==> src/rtl/lab_pkg.sv <==
// Shared definitions for the gate-lab sequencers: FSM state encoding,
// pattern count and the reference three-input NOR.
package lab_pkg;

    typedef enum logic [1:0] {
        IDLE = 2'd0,
        RUN  = 2'd1,
        DONE = 2'd2
    } state_t;

    localparam int         NUM_PATTERNS = 8;
    localparam logic [2:0] LAST_VEC     = 3'(NUM_PATTERNS - 1);

    // Expected gate output for input pattern {a,b,c}
    function automatic logic nor3_ref(input logic [2:0] vec);
        return ~(vec[2] | vec[1] | vec[0]);
    endfunction

endpackage

==> src/rtl/nor_response_checker.sv <==
// Combinational response check for the NOR gate under test: flags a pattern
// when either of the two gate outputs disagrees with the reference NOR.
module nor_response_checker
    import lab_pkg::*;
(
    input  logic [2:0] vec,
    input  logic       d_in,
    input  logic       e_in,
    output logic       mismatch
);

    logic exp_s;

    // Reference value and single per-pattern mismatch flag (d and e wrong still counts once)
    always_comb begin
        exp_s    = nor3_ref(vec);
        mismatch = (d_in != exp_s) | (e_in != exp_s);
    end

endmodule

==> src/rtl/nor_pattern_sequencer.sv <==
// Drives the three-input NOR gate through all eight input patterns (c fastest),
// holds each pattern HOLD_CYCLES clocks, samples d/e on the last hold cycle and
// accumulates a pass/fail summary for the run.
module nor_pattern_sequencer
    import lab_pkg::*;
#(
    parameter int HOLD_CYCLES = 4,
    parameter int CNT_W       = 8
) (
    input  logic       clk,
    input  logic       rst,
    input  logic       start,
    output logic       a,
    output logic       b,
    output logic       c,
    input  logic       d_in,
    input  logic       e_in,
    output logic       busy,
    output logic       done,
    output logic       pass,
    output logic [3:0] err_count,
    output logic       first_fail_valid,
    output logic [2:0] first_fail_vec
);

    localparam logic [CNT_W-1:0] HOLD_LAST = CNT_W'(HOLD_CYCLES - 1);

    state_t           state_r;
    state_t           next_state_s;
    logic [2:0]       vec_r;
    logic [CNT_W-1:0] hold_r;
    logic             busy_r;
    logic             done_r;
    logic             pass_r;
    logic [3:0]       err_count_r;
    logic             ff_valid_r;
    logic [2:0]       ff_vec_r;

    logic             mismatch_s;
    logic             hold_last_s;
    logic             accept_s;
    logic             sample_s;
    logic             finish_s;

    nor_response_checker u_checker (
        .vec      (vec_r),
        .d_in     (d_in),
        .e_in     (e_in),
        .mismatch (mismatch_s)
    );

    // Last cycle of the current pattern's hold window
    always_comb begin
        hold_last_s = (hold_r == HOLD_LAST);
    end

    // FSM state register
    always_ff @(posedge clk) begin
        if (rst) begin
            state_r <= IDLE;
        end else begin
            state_r <= next_state_s;
        end
    end

    // FSM next-state logic; start is only honoured outside RUN
    always_comb begin
        next_state_s = state_r;
        case (state_r)
            IDLE: begin
                if (start) begin
                    next_state_s = RUN;
                end else begin
                    next_state_s = IDLE;
                end
            end
            RUN: begin
                if (hold_last_s && (vec_r == LAST_VEC)) begin
                    next_state_s = DONE;
                end else begin
                    next_state_s = RUN;
                end
            end
            DONE: begin
                if (start) begin
                    next_state_s = RUN;
                end else begin
                    next_state_s = DONE;
                end
            end
            default: begin
                next_state_s = IDLE;
            end
        endcase
    end

    // FSM control strobes for the datapath registers
    always_comb begin
        accept_s = 1'b0;
        sample_s = 1'b0;
        finish_s = 1'b0;
        case (state_r)
            IDLE: begin
                accept_s = start;
            end
            RUN: begin
                sample_s = hold_last_s;
                finish_s = hold_last_s & (vec_r == LAST_VEC);
            end
            DONE: begin
                accept_s = start;
            end
            default: begin
                accept_s = 1'b0;
                sample_s = 1'b0;
                finish_s = 1'b0;
            end
        endcase
    end

    // Pattern, hold counter and result registers; vec_r is forced to 000 outside RUN
    // so it can drive the gate inputs directly
    always_ff @(posedge clk) begin
        if (rst) begin
            vec_r       <= 3'd0;
            hold_r      <= '0;
            busy_r      <= 1'b0;
            done_r      <= 1'b0;
            pass_r      <= 1'b0;
            err_count_r <= 4'd0;
            ff_valid_r  <= 1'b0;
            ff_vec_r    <= 3'd0;
        end else if (accept_s) begin
            vec_r       <= 3'd0;
            hold_r      <= '0;
            busy_r      <= 1'b1;
            done_r      <= 1'b0;
            pass_r      <= 1'b0;
            err_count_r <= 4'd0;
            ff_valid_r  <= 1'b0;
            ff_vec_r    <= 3'd0;
        end else if (sample_s) begin
            hold_r <= '0;
            if (mismatch_s) begin
                err_count_r <= err_count_r + 4'd1;
                if (!ff_valid_r) begin
                    ff_valid_r <= 1'b1;
                    ff_vec_r   <= vec_r;
                end
            end
            if (finish_s) begin
                vec_r  <= 3'd0;
                busy_r <= 1'b0;
                done_r <= 1'b1;
                pass_r <= (err_count_r == 4'd0) && !mismatch_s;
            end else begin
                vec_r <= vec_r + 3'd1;
            end
        end else if (state_r == RUN) begin
            hold_r <= hold_r + CNT_W'(1);
        end
    end

    assign a                = vec_r[2];
    assign b                = vec_r[1];
    assign c                = vec_r[0];
    assign busy             = busy_r;
    assign done             = done_r;
    assign pass             = pass_r;
    assign err_count        = err_count_r;
    assign first_fail_valid = ff_valid_r;
    assign first_fail_vec   = ff_vec_r;

endmodule

==> config.mk <==
export PLATFORM = sky130hd
export DESIGN_NAME = nor_pattern_sequencer
export DESIGN_NICKNAME = d
export VERILOG_FILES = /design/src/rtl/lab_pkg.sv /design/src/rtl/nor_response_checker.sv /design/src/rtl/nor_pattern_sequencer.sv
export SDC_FILE = /design/constraint.sdc
export NUM_CORES = 1
export LEC_CHECK = 0
export CAP_MARGIN = 0
export CORE_ASPECT_RATIO = 1.4
export CORE_MARGIN = 10
export CORE_UTILIZATION = 47
export CTS_CLUSTER_DIAMETER = 80
export DETAILED_ROUTE_END_ITERATION = 8
export GPL_TIMING_DRIVEN = 0
export PLACE_DENSITY = 0.73
export SLEW_MARGIN = 0
export SYNTH_ARGS = -nofsm -noshare
export SYNTH_HDL_FRONTEND = slang
export SYNTH_HIERARCHICAL = 1
export SYNTH_SLANG_ARGS = --single-unit
==> constraint.sdc <==
create_clock -name clk -period 1.9 [get_ports clk]
set_clock_uncertainty 0.2 [all_clocks]
set_input_delay 0.38 -clock clk [delete_from_list [all_inputs] [get_ports clk]]
set_output_delay 0.38 -clock clk [all_outputs]
set_load 0.05 [all_outputs]
=== Word-level counts from Yosys, hierarchy flattened ===
Cells that the tools add are included.

* Bits in registers: 24
* Input port bits: 5
* Output and inout bits: 14
* Word-level logic and storage cells: 49

* Add/sub/neg operators: 3
* Equal/unequal tests: 6
* Muxes and demuxes: 11
* Bitwise logic cells: 6
* Reductions and logical operators: 14

{| class="wikitable"
|+ Operators by type and width
! cell !! count
|-
| 8-bit by 1-bit adder with 8-bit output, second input constant || 1
|-
| 8-bit by 2-bit == test with 1-bit output, second input constant || 1
|-
| 1-bit 2-to-1 mux || 7
|-
| 2-bit case mux with 3 select lines || 1
|-
| 2-bit AND reduction || 3
|-
| 4-bit by 1-bit adder with 4-bit output, second input constant || 1
|-
| 4-bit logical NOT || 1
|-
| 2-bit 2-to-1 mux || 2
|-
| 2-bit nonzero test || 2
|-
| 2-bit OR reduction || 2
|-
| 3-bit by 1-bit adder with 3-bit output, second input constant || 1
|-
| 3-bit == test, second input constant || 1
|-
| 3-bit 2-to-1 mux || 1
|-
| 1-bit OR || 3
|-
| 3-bit AND reduction || 1
|-
| 3-bit OR reduction || 1
|-
| 2-bit by 1-bit == test with 1-bit output, second input constant || 1
|-
| 2-bit == test, second input constant || 1
|-
| 1-bit logical AND || 2
|-
| 2-bit logical NOT || 1
|-
| 1-bit inequality test || 2
|-
| 1-bit NOT || 2
|-
| 1-bit bitwise AND || 1
|-
| 1-bit logical NOT || 1
|}

=== Longest topological paths before layout ===
Gate-level depths: netlist (run 1).

* Depth in word-level cells: 7
* Gate-level depth with buffers: 5
* Depth with buffers taken out: 5

=== Hierarchy ===
Netlist (run 1), hierarchy kept.

{| class="wikitable"
|+ By module, submodules not included
! module !! instances !! cells an instance !! area each (um^2) !! sequential area each (um^2)
|-
| nor_pattern_sequencer || 1 || 130 || 1202.4 || 480.5
|-
| nor_response_checker || 1 || 4 || 30.0 || 0.0
|}

=== Worst setup path before layout (run 1) ===
OpenSTA, ideal clock, no wires.

* Kind: register to register
* Start: reg vec_r[1]
* End: reg pass_r (netlist: pass)
* Setup time: 75 ps
* Arrival: 2093 ps
* Data required time: 1625 ps
* Slack: -468 ps
* Cell stages (with the launch flop): 6
* Buffers on the path: 0
* Period minus slack after synthesis: 2368 ps
* Cells stage by stage: dfxtp_1 nor3_2 mux2i_1 or4b_2 or4_1 o22ai_1

* Longest elaborated chain between the ends: 7
* Elaborated cells between the ends (all ways): 12
* Those cells by class: 3 x eq/ne; 1 x mux; 5 x bitwise; 3 x reduce/logical

{| class="wikitable"
|+ RTL lines
! item !! line !! RTL
|-
| start, declared || nor_pattern_sequencer.sv:30 || <nowiki>logic [2:0] vec_r;</nowiki>
|-
| start signal, assigned || nor_pattern_sequencer.sv:157 || <nowiki>vec_r <= vec_r + 3'd1;</nowiki>
|-
| 1-bit OR (*) (2 in series) || lab_pkg.sv:16 || <nowiki>return ~(vec[2] | vec[1] | vec[0]);</nowiki>
|-
| 1-bit NOT (*) || lab_pkg.sv:16 ||
|-
| 1-bit inequality test || nor_response_checker.sv:17 || <nowiki>mismatch = (d_in != exp_s) | (e_in != exp_s);</nowiki>
|-
| 1-bit OR (*) || nor_response_checker.sv:17 ||
|-
| net mismatch_s || nor_pattern_sequencer.sv:39 || <nowiki>logic mismatch_s;</nowiki>
|-
| 1-bit logical NOT (*) || nor_pattern_sequencer.sv:155 || <nowiki>pass_r <= (err_count_r == 4'd0) && !mismatch_s;</nowiki>
|-
| 1-bit logical AND (*) || nor_pattern_sequencer.sv:155 ||
|-
| end signal, assigned || nor_pattern_sequencer.sv:155 ||
|-
| end, declared || nor_pattern_sequencer.sv:34 || <nowiki>logic pass_r;</nowiki>
|}

Mark *: on every way through the listed nets, which the timed path passes. The rest lies on a longest branch.
A chain may end at the register's enable or synchronous reset.

=== Final worst setup path (run 1) ===
* Start: reg vec_r[2]
* End: reg ff_vec_r[0] (netlist: first_fail_vec[0])

* Longest elaborated chain between the ends: 6
* Elaborated cells between the ends (all ways): 7
* Those cells by class: 2 x eq/ne; 4 x bitwise; 1 x reduce/logical

{| class="wikitable"
|+ RTL lines
! item !! line !! RTL
|-
| 1-bit OR (*) (2 in series) || lab_pkg.sv:16 ||
|-
| 1-bit NOT (*) || lab_pkg.sv:16 ||
|-
| 1-bit inequality test || nor_response_checker.sv:17 ||
|-
| 1-bit OR (*) || nor_response_checker.sv:17 ||
|-
| net mismatch_s || nor_pattern_sequencer.sv:39 ||
|-
| 3-bit AND reduction (no source line) (*) || -- ||
|-
| end signal, assigned || nor_pattern_sequencer.sv:148 || <nowiki>ff_vec_r <= vec_r;</nowiki>
|-
| end, declared || nor_pattern_sequencer.sv:37 || <nowiki>logic [2:0] ff_vec_r;</nowiki>
|}

Marked as above.

==> results of run 1 <==
==> synthesized netlist by cell type, types with 2 or more instances <==
| library cell | n |
|---|---|
| nand3b_1 | 4 |
| a211oi_1 | 5 |
| or3_1 | 4 |
| nand2_1 | 3 |
| ha_1 | 5 |
| a21oi_1 | 8 |
| nand3_1 | 8 |
| nor3_1 | 6 |
| clkbuf_1 | 6 |
| nor2_1 | 2 |
| nor2b_1 | 2 |
| nand4_1 | 8 |
| xnor2_1 | 2 |
| dfxtp_1 | 24 |
| and2_1 | 2 |
| o21ai_0 | 4 |
| nor4_1 | 2 |
| or4_1 | 2 |
| inv_1 | 5 |
| o21a_1 | 3 |
| o31ai_1 | 8 |
| mux2i_1 | 6 |
| nand2b_1 | 2 |
==> final timing paths <==
| check | slack, ns | cells after the start | end | start |
|---|---|---|---|---|
| max | -0.21 | 6 | first_fail_vec[0] | vec_r[2] |
| min reg2reg | 0.28 | 2 | first_fail_vec[2] | first_fail_vec[2] |
| max reg2reg | -0.21 | 6 | first_fail_vec[0] | vec_r[2] |
| min | 0.28 | 2 | first_fail_vec[2] | first_fail_vec[2] |
==> area by class of cell <==
class	count	area, sq um
Fill cell	207	711.9
Inverter	5	18.77
Sequential cell	24	495.5
Clock buffer	4	26.28
Tap cell	34	42.54
Buffer	7	50.05
Timing Repair Buffer	28	245.2
Multi-Input combinational cell	98	853.3
==> cell families after synthesis <==
| kind of cell | share of synthesized area [%] |
|---|---|
| and+or+nand+nor | 29.34 |
| AOI/OAI and AO/OA | 15.84 |
| muxes | 4.873 |
| buffers and inverters | 4.467 |
| xor gates and xnor gates | 1.422 |
| DFF | 38.98 |
| adders and majority gates | 5.076 |
==> repair_timing <==
item,in CTS,in global routing
endpoints found under the setup margin,37,23
resized for setup,35,26
pin swaps,2,4
setup buffers,8,2
==> critical path, stage by stage (launching register included) <==
cell     delay (ns)
dfxtp_4        0.37
nor3_4         0.23
mux2i_4        0.30
buf_6          0.13
or4bb_4        0.51
o31ai_4        0.21
a21oi_2        0.07
==> state kept, by name, summed over array words and instances, names as in the netlist <==
register,count
busy,1
done,1
err_count,4
first_fail_valid,1
first_fail_vec,3
hold_r,8
pass,1
state_r,2
vec_r,3
==> per-stage QoR <==
step	area, sq um	cells	total power [mW]
floorplan	1261	134	0.5728
global placement	1484	186	0.5976
detailed placement	1484	186	0.5994
CTS	1638	198	0.8364
global route	1732	200	0.8821
finish	1732	200	0.8422
==> per-layer routing <==
| metal | track usage (%) | vias to the layer above | wire, um |
|---|---|---|---|
| li1 | - | 579 | - |
| met1 | 15.04 | 589 | 1423 |
| met2 | 25.25 | 19 | 1767 |
| met3 | 2.361 | 6 | 79 |
| met4 | 3.947 | 0 | 49 |
| met5 | 0 | - | 0 |
==> power by group through the flow <==
stage	clock (mW)	sequential [mW]	combinational, mW
final	0.232	0.512	0.0981
after global routing	0.263	0.513	0.106
after CTS	0.238	0.512	0.0864
after detailed placement	0	0.522	0.0771
after global placement	0	0.522	0.0756
after floorplan	0	0.527	0.0460
==> metrics.log, run 1 <==
[metrics] outcome: finished with violations
[metrics] failing checks: negative setup slack
[metrics] most common cell after layout, fill and taps aside: dfxtp_1
[metrics] switching power of the nets: 0.2159 mW
[metrics] final critical delay including setup and external delays: 2.111 ns
[metrics] length of the first detailed-routing pass in iterations: 4
[metrics] final core utilization: 70.87%
[metrics] required time at the endpoint of the critical path: 1.91 ns
[metrics] clock latency of the later-clocked register in the worst-skew pair: ~0.31 ns
[metrics] final antenna diode count: 0
[metrics] initial cell density of the core: 50.44%
[metrics] maximum frequency from static timing analysis: 473.7 MHz
[metrics] total global routing overflow: 0
[metrics] share of final-layout standard cells stronger than drive strength 1: between 20 and 30%
[metrics] Max-Cap Viols: 0
[metrics] overall die width: around 63 um
[metrics] overall fraction of global-route tracks in use: between 10% and 20%
[metrics] site row count: 21
[metrics] # nets final: 177
[metrics] sum of negative setup slack: -1.321 ns
[metrics] final count of negative-setup-slack endpoints: 11
[metrics] Least-Margin Pin Slew: 0.5301 ns
[metrics] worst hold slack: between 0.2 and 0.3 ns
[metrics] type of element launching the critical path: register
[metrics] DIE HEIGHT: around 81 um
[metrics] sequential share of power: roughly 61%
[metrics] gp weighted congestion: 0.8243
[metrics] TritonCTS sink count: 24
[metrics] Mapped Avg Cell Area: a little over 9 sq um
[metrics] maximum number of pins on one net before global-route repair: 14
[metrics] Warnings, synthesis: 6
[metrics] Clk pin slew, worst setup/hold paths: 0.13 ns
[metrics] share of the clock period used by the worst path after layout: 111.1%
[metrics] library cell occupying the most area in the post-synthesis netlist: dfxtp_1
[metrics] Detailed Place HPWL: 2.292 mm
[metrics] mapped cell area: 1232 sq um
[metrics] Yosys top cell area share: between 30% and 40%
[metrics] switching share of power: between 20 and 30%
[metrics] worst min-delay path class: reg -> reg
[metrics] Synthesized Nets: 144
[metrics] critical path data arrival time: ~2.1 ns
[metrics] worst slack after detailed placement: -0.7057 ns
[metrics] flops & latches, synth: 24
[metrics] via count of the first global-routing pass: between 1000 and 1500
[metrics] initial antenna violation count: 0
[metrics] signed area change from the synthesized netlist to the final layout: 40.51%
[metrics] Relative slew margins: between 60% and 70%
[metrics] total power per unit cell area: 486.3 nW/um^2
[metrics] category of the worst setup path capture point: register
[metrics] WS Path Type: reg -> reg
[metrics] Synth async-reset ratio: 0%
[metrics] clock root buffer: clkbuf_4
[metrics] Routed WL per cell: 16.60 um
[metrics] DRC violations left: 0
[metrics] Clk pwr share: 27.6%
[metrics] final hold violations: 0
[metrics] Leak Pwr: between 0.6 and 0.7 nW
[metrics] number of buffers inserted by port buffering: 18
[metrics] biggest fanout along the worst timing path: 3
[metrics] synth top area cells: dfxtp_1, ha_1, mux2i_1
[metrics] minimum setup slack in the final design: -0.2109 ns
[metrics] commonest register cell after synthesis: dfxtp_1
[metrics] area of the die: 5100 sq um
[metrics] sequential fraction of the synthesis area: 38.98%
[metrics] vias per cell: ~6.0
[metrics] starting DRC count in detailed routing: 27
[metrics] Post-CTS Hold Buffers: 0
[metrics] Max IR drop VDD: 0.3487 mV
[metrics] number of flops mapped to enable cells by yosys: 0
[metrics] antenna violation net count after detailed routing: 0
[metrics] global-route wire length before repair: 5.782 mm
[metrics] Internal: 0.6263 mW
[metrics] Comb power frac: a little under an eighth
[metrics] number of vias after detailed routing: 1193
[metrics] Clock Tree Buf Depth: 2
[metrics] top-level port count: 19
[metrics] area of the placeable core: 2444 sq um
[metrics] number of H-tree levels: 1
[metrics] total wire length after detailed routing: 3.319 mm
[metrics] final count of pins violating max slew: 0
[metrics] Yosys cell types: 36
[metrics] TritonCTS clock tree: yes
[metrics] most frequent cells in the layout: dfxtp_1, dlygate4sd2_1, nand3_1, nand4_1, buf_4
[metrics] number of cells produced by synthesis: 134
[metrics] setup repair after global routing missed its margin: yes
[metrics] Inserted Clock Buffers: 3
No activity file was read; power rests on OpenSTA's default activity.
==> inputs of run 2 (changes only) <==
--- a/config.mk
+++ b/config.mk
@@ -5,14 +5,13 @@
 export SDC_FILE = /design/constraint.sdc
 export NUM_CORES = 1
 export LEC_CHECK = 0
-export CAP_MARGIN = 0
 export CORE_ASPECT_RATIO = 1.4
 export CORE_MARGIN = 10
-export CORE_UTILIZATION = 47
+export CORE_UTILIZATION = 52
 export CTS_CLUSTER_DIAMETER = 80
 export DETAILED_ROUTE_END_ITERATION = 8
 export GPL_TIMING_DRIVEN = 0
-export PLACE_DENSITY = 0.73
+export PLACE_DENSITY = 0.76
 export SLEW_MARGIN = 0
 export SYNTH_ARGS = -nofsm -noshare
 export SYNTH_HDL_FRONTEND = slang
==> constraint.sdc (replaced) <==
create_clock -name clk -period 2.31 [get_ports clk]
set_clock_uncertainty 0.2 [all_clocks]
set_input_delay 0.462 -clock clk [delete_from_list [all_inputs] [get_ports clk]]
set_output_delay 0.462 -clock clk [all_outputs]
set_load 0.05 [all_outputs]
==> run 2 against run 1 <==
Net effect: the flow now finishes without violations; worst hold slack worse by 0.0044 ns; utilization down 2.2 points; sequential share of layout area up 3.1 points; combinational power down 31%; critical path type is now reg -> out; highest routed layer unchanged.
==> metrics.log, run 2 (synthesis results as in run 1) <==
[metrics] Clock Tree Buf Depth: 2 (unchanged)
[metrics] Inserted Clock Buffers: 3 (unchanged)
[metrics] DIE HEIGHT: 77.60 um (-3.7%)
[metrics] overall die width: 61.15 um (-3.4%)
[metrics] worst min-delay path class: reg -> reg
[metrics] startpoint of the tightest hold check path: first_fail_vec[2]
[metrics] category of the worst setup path capture point: output port
[metrics] clock root buffer: clkbuf_4
[metrics] final count of pins violating max slew: 0 (unchanged)
[metrics] slowest CP cell: clkdlybuf4s50_1
[metrics] Detailed Place HPWL: 2.231 mm (-2.6%)
[metrics] most common cell after layout, fill and taps aside: dfxtp_1
[metrics] internal reg-to-reg setup slack: 0.15 ns (+0.36 ns)
[metrics] sequence of cells on the critical path: clkdlybuf4s50_1
[metrics] antenna violation net count after detailed routing: 0 (unchanged)
[metrics] final core utilization: 68.65% (-2.2 points)
[metrics] total global routing overflow: 0 (unchanged)
[metrics] final antenna diode count: 0 (unchanged)
[metrics] Worst Setup SP: err_count[2]
[metrics] minimum setup slack in the final design: 0.06530 ns (+0.2762 ns)
[metrics] Relative slew margins: 43.04% (-21 points)
[metrics] layout filler cell count: 191 (-7.7%)
[metrics] Least-Margin Pin Slew: 0.8479 ns (+0.3178 ns)
[metrics] overall fraction of global-route tracks in use: 13.88% (+0.44 points)
[metrics] final count of negative-setup-slack endpoints: 0 (-11)
[metrics] required time at the endpoint of the critical path: 1.65 ns (-0.26 ns)
[metrics] starting DRC count in detailed routing: 19 (-30%)
[metrics] site row count: 20 (-4.8%)
[metrics] length of the first detailed-routing pass in iterations: 4 (unchanged)
[metrics] # nets final: 167 (-5.6%)
[metrics] DRC violations left: 0 (unchanged)
[metrics] share of the clock period used by the worst path after layout: 97.17%
[metrics] Largest Register: hold_r
[metrics] share of final-layout standard cells stronger than drive strength 1: 13.55% (-16 points)
[metrics] worst reg2reg startpoint: hold_r[0]
[metrics] number of vias after detailed routing: 1119 (-6.2%)
[metrics] TritonCTS sink count: 24 (unchanged)
[metrics] vias per cell: 6.322 (+6.0%)
[metrics] category of cells accounting for the largest share of critical-path delay: buffers and inverters
[metrics] Leak Pwr: 0.4868 nW (-20%)
[metrics] area post-placement: 1444 sq um (-2.7%)
[metrics] biggest fanout along the worst timing path: 5 (+2)
[metrics] Clk pin slew, worst setup/hold paths: 0.13 ns (about the same)
[metrics] area of the die: 4745 sq um (-7.0%)
[metrics] maximum frequency from static timing analysis: between 400 and 500 MHz
[metrics] most frequent cells in the layout: dfxtp_1, clkdlybuf4s50_1
[metrics] maximum number of pins on one net before global-route repair: 13 (-1)
[metrics] critical path data arrival time: 1.58 ns (-0.54 ns)
[metrics] top-level port count: 19 (unchanged)
[metrics] TritonCTS clock tree: yes
[metrics] Max IR drop VDD: 0.4348 mV (+25%)
[metrics] total wire length after detailed routing: 3.114 mm (-6.2%)
[metrics] Max-Cap Viols: 0 (unchanged)
[metrics] initial antenna violation count: 0 (unchanged)
[metrics] highest cell delay on the worst timing path: 0.84 ns (+0.33 ns)
[metrics] gp weighted congestion: 0.8616 (+4.5%)
[metrics] Bufs and invs on worst path: 1 (unchanged)
[metrics] Final Cell Area: 1529 sq um (-12%)
[metrics] area of the placeable core: 2227 sq um (-8.9%)
[metrics] Routed WL per cell: 17.59 um (+6.0%)
[metrics] final hold violations: 0 (unchanged)
[metrics] flip-flop count of the largest register, all copies and words added: 8 (unchanged)
[metrics] number of buffers inserted by port buffering: 18 (unchanged)
[metrics] via count of the first global-routing pass: 1125 (-6.7%)
[metrics] total chip power: 0.6787 mW (-19%)
[metrics] worst slack after detailed placement: -0.4332 ns (+0.2724 ns)
[metrics] outcome: complete, no violations
[metrics] initial cell density of the core: 55.34% (+4.9 points)
[metrics] sum of negative setup slack: 0 ns (+1.321 ns)
[metrics] global-route wire length before repair: 5.216 mm (-9.8%)
[metrics] final critical delay including setup and external delays: 2.245 ns
[metrics] signed area change from the synthesized netlist to the final layout: 24.06%
[metrics] type of element launching the critical path: register
[metrics] WS Path Type: reg -> out
[metrics] clock latency of the later-clocked register in the worst-skew pair: 0.32 ns (about the same)
[metrics] total power per unit cell area: 443.9 nW/um^2 (-8.7%)
[metrics] number of H-tree levels: 1 (unchanged)
[run 2: repair_timing]
action	4_1_cts	5_1_grt
buffers inserted	0	0
gates resized for setup	8	4
endpoints found under the setup margin	4	5
hold buffers	0	0
[run 2: routing by layer]
metal  part of all wire [%]  vias to the layer above  global-route usage (%)  wire, um
met5                      0                        -                       0         0
met4                    1.8                        0                   5.963        55
met3                    4.8                        5                   3.094       149
met2                     52                       23                   22.68      1634
met1                     41                      534                   16.51      1274
li1                       -                      557                       -         -
[run 2: power breakdown]
part           total [mW]  switching (mW)  internal [mW]
logic              0.0681          0.0408         0.0273
registers           0.424         0.00567          0.418
clock network       0.187           0.125         0.0612
total               0.679           0.172          0.507
[run 2: final cells by class]
class | instances | area, sq um | share of cell area (%)
Tap cell | 22 | 27.53 | 1.800
Timing Repair Buffer | 18 | 180.2 | 11.78
Clock buffer | 3 | 22.52 | 1.473
Sequential cell | 24 | 484.2 | 31.67
Buffer | 7 | 36.28 | 2.373
Multi-Input combinational cell | 98 | 759.5 | 49.67
Inverter | 5 | 18.77 | 1.227
[run 2: worst paths after layout]
path	to	depth (start not counted)
worst min register to register	first_fail_vec[2]	2
worst max register to register	err_count[3]	5
worst max-delay path	err_count[2]	1
worst min-delay path	first_fail_vec[2]	2
[run 2: per-stage QoR]
step           instances  hold WS (ns)
3_5_place_dp         174        0.2618
2_1_floorplan        134        0.2699
3_3_place_gp         174        0.2524
5_1_grt              177        0.3151
4_1_cts              177        0.2780
6_report             177        0.2777
==> inputs of run 3 (changes only) <==
--- a/config.mk
+++ b/config.mk
@@ -6,7 +6,6 @@
 export NUM_CORES = 1
 export LEC_CHECK = 0
 export CORE_ASPECT_RATIO = 1.4
-export CORE_MARGIN = 10
 export CORE_UTILIZATION = 52
 export CTS_CLUSTER_DIAMETER = 80
 export DETAILED_ROUTE_END_ITERATION = 8
==> run 3 against run 2 <==
Net effect: worst hold slack better by 0.0099 ns; sequential share of layout area up 0.14 points; global-route usage up 10 points; wire length down 4.7%; clock-buffer cell count up 1; clock power up 21%; largest power group unchanged; highest routed layer unchanged.
==> metrics.log, run 3 (synthesis results as in run 1) <==
[metrics] outcome: complete, no violations
[metrics] gp weighted congestion: 0.8026 (-6.8%)
[metrics] instance count after placement with tap cells included: 174 (unchanged)
[metrics] Inserted Clock Buffers: 3 (unchanged)
[metrics] most frequent cells in the layout: dfxtp_1, clkdlybuf4s50_1
[metrics] FF+latch area: 486.7 sq um (+0.52%)
[metrics] Bufs and invs on worst path: 1 (unchanged)
[metrics] WS Path Type: reg -> out
[metrics] area used by multi-input combinational logic: 729.5 sq um (-4.0%)
[metrics] biggest fanout along the worst timing path: 5 (unchanged)
[metrics] site row count: 20 (unchanged)
[metrics] layout filler cell count: 161 (-16%)
[metrics] critical path data arrival time: 1.57 ns (about the same)
[metrics] clock root buffer: clkbuf_4
[metrics] overall die width: 43.15 um (-29%)
[metrics] clock latency of the later-clocked register in the worst-skew pair: 0.31 ns (about the same)
[metrics] share of the clock period used by the worst path after layout: 96.82% (-0.36 points)
[metrics] sequential share of power: 58.9% (-3.6 points)
[metrics] initial cell density of the core: 55.97% (+0.63 points)
[metrics] total power per unit cell area: 469.4 nW/um^2 (+5.8%)
[metrics] Relative slew margins: 45.22% (+2.2 points)
[metrics] flip-flop count of the largest register, all copies and words added: 8 (unchanged)
[metrics] minimum setup slack in the final design: 0.07354 ns (+0.008239 ns)
[metrics] required time at the endpoint of the critical path: 1.65 ns (about the same)
[metrics] worst min-delay path class: reg -> reg
[metrics] setup repair after global routing missed its margin: no
[metrics] vias per cell: 6.503 (+2.9%)
[metrics] via count of the first global-routing pass: 1048 (-6.8%)
[metrics] Max-Cap Viols: 0 (unchanged)
[metrics] Least-Margin Pin Slew: 0.8154 ns (-0.03251 ns)
[metrics] most common cell after layout, fill and taps aside: dfxtp_1
[metrics] area of the placeable core: 2202 sq um (-1.1%)
[metrics] DIE HEIGHT: 59.60 um (-23%)
[metrics] signed area change from the synthesized netlist to the final layout: 24.16% (about the same)
[metrics] Internal: 0.5402 mW (+6.6%)
[metrics] worst slack after detailed placement: -0.3690 ns (+0.06422 ns)
[metrics] final critical delay including setup and external delays: 2.236 ns (-0.008239 ns)
[metrics] DRC violations left: 0 (unchanged)
[metrics] share of final-layout standard cells stronger than drive strength 1: 12.10% (-1.4 points)
[metrics] final count of pins violating max slew: 0 (unchanged)
[metrics] number of vias after detailed routing: 1164 (+4.0%)
[metrics] starting DRC count in detailed routing: 55 (+36)
[metrics] top-level port count: 19 (unchanged)
[metrics] Clock Tree Buf Depth: 2 (unchanged)
[metrics] post-route insts no fill: 179 (+1.1%)
[metrics] total chip power: 0.7183 mW (+5.8%)
[metrics] Largest Register: hold_r
[metrics] total wire length after detailed routing: 2.967 mm (-4.7%)
[metrics] category of cells accounting for the largest share of critical-path delay: buffers and inverters
[metrics] maximum frequency from static timing analysis: 447.1 MHz (+0.37%)
[metrics] initial antenna violation count: 0 (unchanged)
[metrics] Max IR drop VDD: 0.3975 mV (-8.6%)
[metrics] type of element launching the critical path: register
[metrics] Leak Pwr: 0.5331 nW (+9.5%)
[metrics] Clk pwr share: 31.5% (+4.0 points)
[metrics] area of the die: 2571 sq um (-46%)
[metrics] number of H-tree levels: 1 (unchanged)
[metrics] Routed WL per cell: 16.58 um (-5.8%)
[metrics] final antenna diode count: 0 (unchanged)
[metrics] final hold violations: 0 (unchanged)
[metrics] switching share of power: 24.79% (-0.52 points)
[metrics] highest cell delay on the worst timing path: 0.83 ns (about the same)
[metrics] final core utilization: 69.49% (+0.84 points)
[metrics] antenna violation net count after detailed routing: 0 (unchanged)
[metrics] length of the first detailed-routing pass in iterations: 6 (+2)
[metrics] Clk pin slew, worst setup/hold paths: 0.14 ns (about the same)
[metrics] TritonCTS sink count: 24 (unchanged)
[metrics] sequence of cells on the critical path: clkdlybuf4s50_1
[metrics] Comb power frac: 9.5% (-0.5 points)
[metrics] maximum number of pins on one net before global-route repair: 14 (+1)
[metrics] # nets final: 168 (+0.60%)
[metrics] overall fraction of global-route tracks in use: 23.83% (+10 points)
[metrics] category of the worst setup path capture point: output port
[metrics] switching power of the nets: 0.1781 mW (+3.7%)
[metrics] number of buffers inserted by port buffering: 18 (unchanged)
[metrics] total global routing overflow: 0 (unchanged)
[metrics] slowest CP cell: clkdlybuf4s50_1
[metrics] global-route wire length before repair: 4.726 mm (-9.4%)
[metrics] final count of negative-setup-slack endpoints: 0 (unchanged)
[metrics] Detailed Place HPWL: 2.105 mm (-5.6%)
[metrics] TritonCTS clock tree: yes
-- run 3: per-stage QoR --
stage               hold slack, ns  TNS, ns  instance area (sq um)
detailed placement          0.2537   -1.362                   1444
CTS                         0.2852        0                   1489
global placement            0.2502   -1.265                   1444
global route                0.2979        0                   1530
floorplan                   0.2699        0                   1236
finish                      0.2876        0                   1530
-- run 3: cell type report --
| type | instances | share of cell area, % |
|---|---|---|
| Buffer | 7 | 2.371 |
| Tap cell | 22 | 1.799 |
| Multi-Input combinational cell | 98 | 47.67 |
| Sequential cell | 24 | 31.81 |
| Inverter | 5 | 1.226 |
| Timing Repair Buffer | 19 | 12.76 |
| Clock buffer | 4 | 2.371 |
-- run 3: worst paths after layout --
kind	from	endpoint	slack, ns	cells past startpoint
max	err_count[0]	err_count[0]	0.07	1
min	first_fail_vec[2]	first_fail_vec[2]	0.29	2
max reg2reg	vec_r[0]	first_fail_vec[0]	0.15	5
min reg2reg	first_fail_vec[2]	first_fail_vec[2]	0.29	2
-- run 3: per-layer routing --
layer  global-route usage, %  share of wire, %  up-vias
li1                        -                 -      557
met1                   27.90                41      577
met2                   45.42                55       28
met3                   1.829               3.6        2
met4                   6.494              0.61        0
met5                       0                 0        -
-- run 3: what timing repair did --
item	in CTS	in global routing
hold buffers	0	0
setup buffers	0	1
setup endpoints to repair	9	3
gates resized for setup	2	9
pin swaps	0	2
-- run 3: power by group through the flow --
stage / registers (mW) / clock network [mW] / logic [mW]
after floorplan: 0.437 / 0 / 0.0369
after global routing: 0.424 / 0.247 / 0.0732
after detailed placement: 0.433 / 0 / 0.0631
final: 0.423 / 0.227 / 0.0685
after global placement: 0.433 / 0 / 0.0610
after CTS: 0.424 / 0.228 / 0.0644
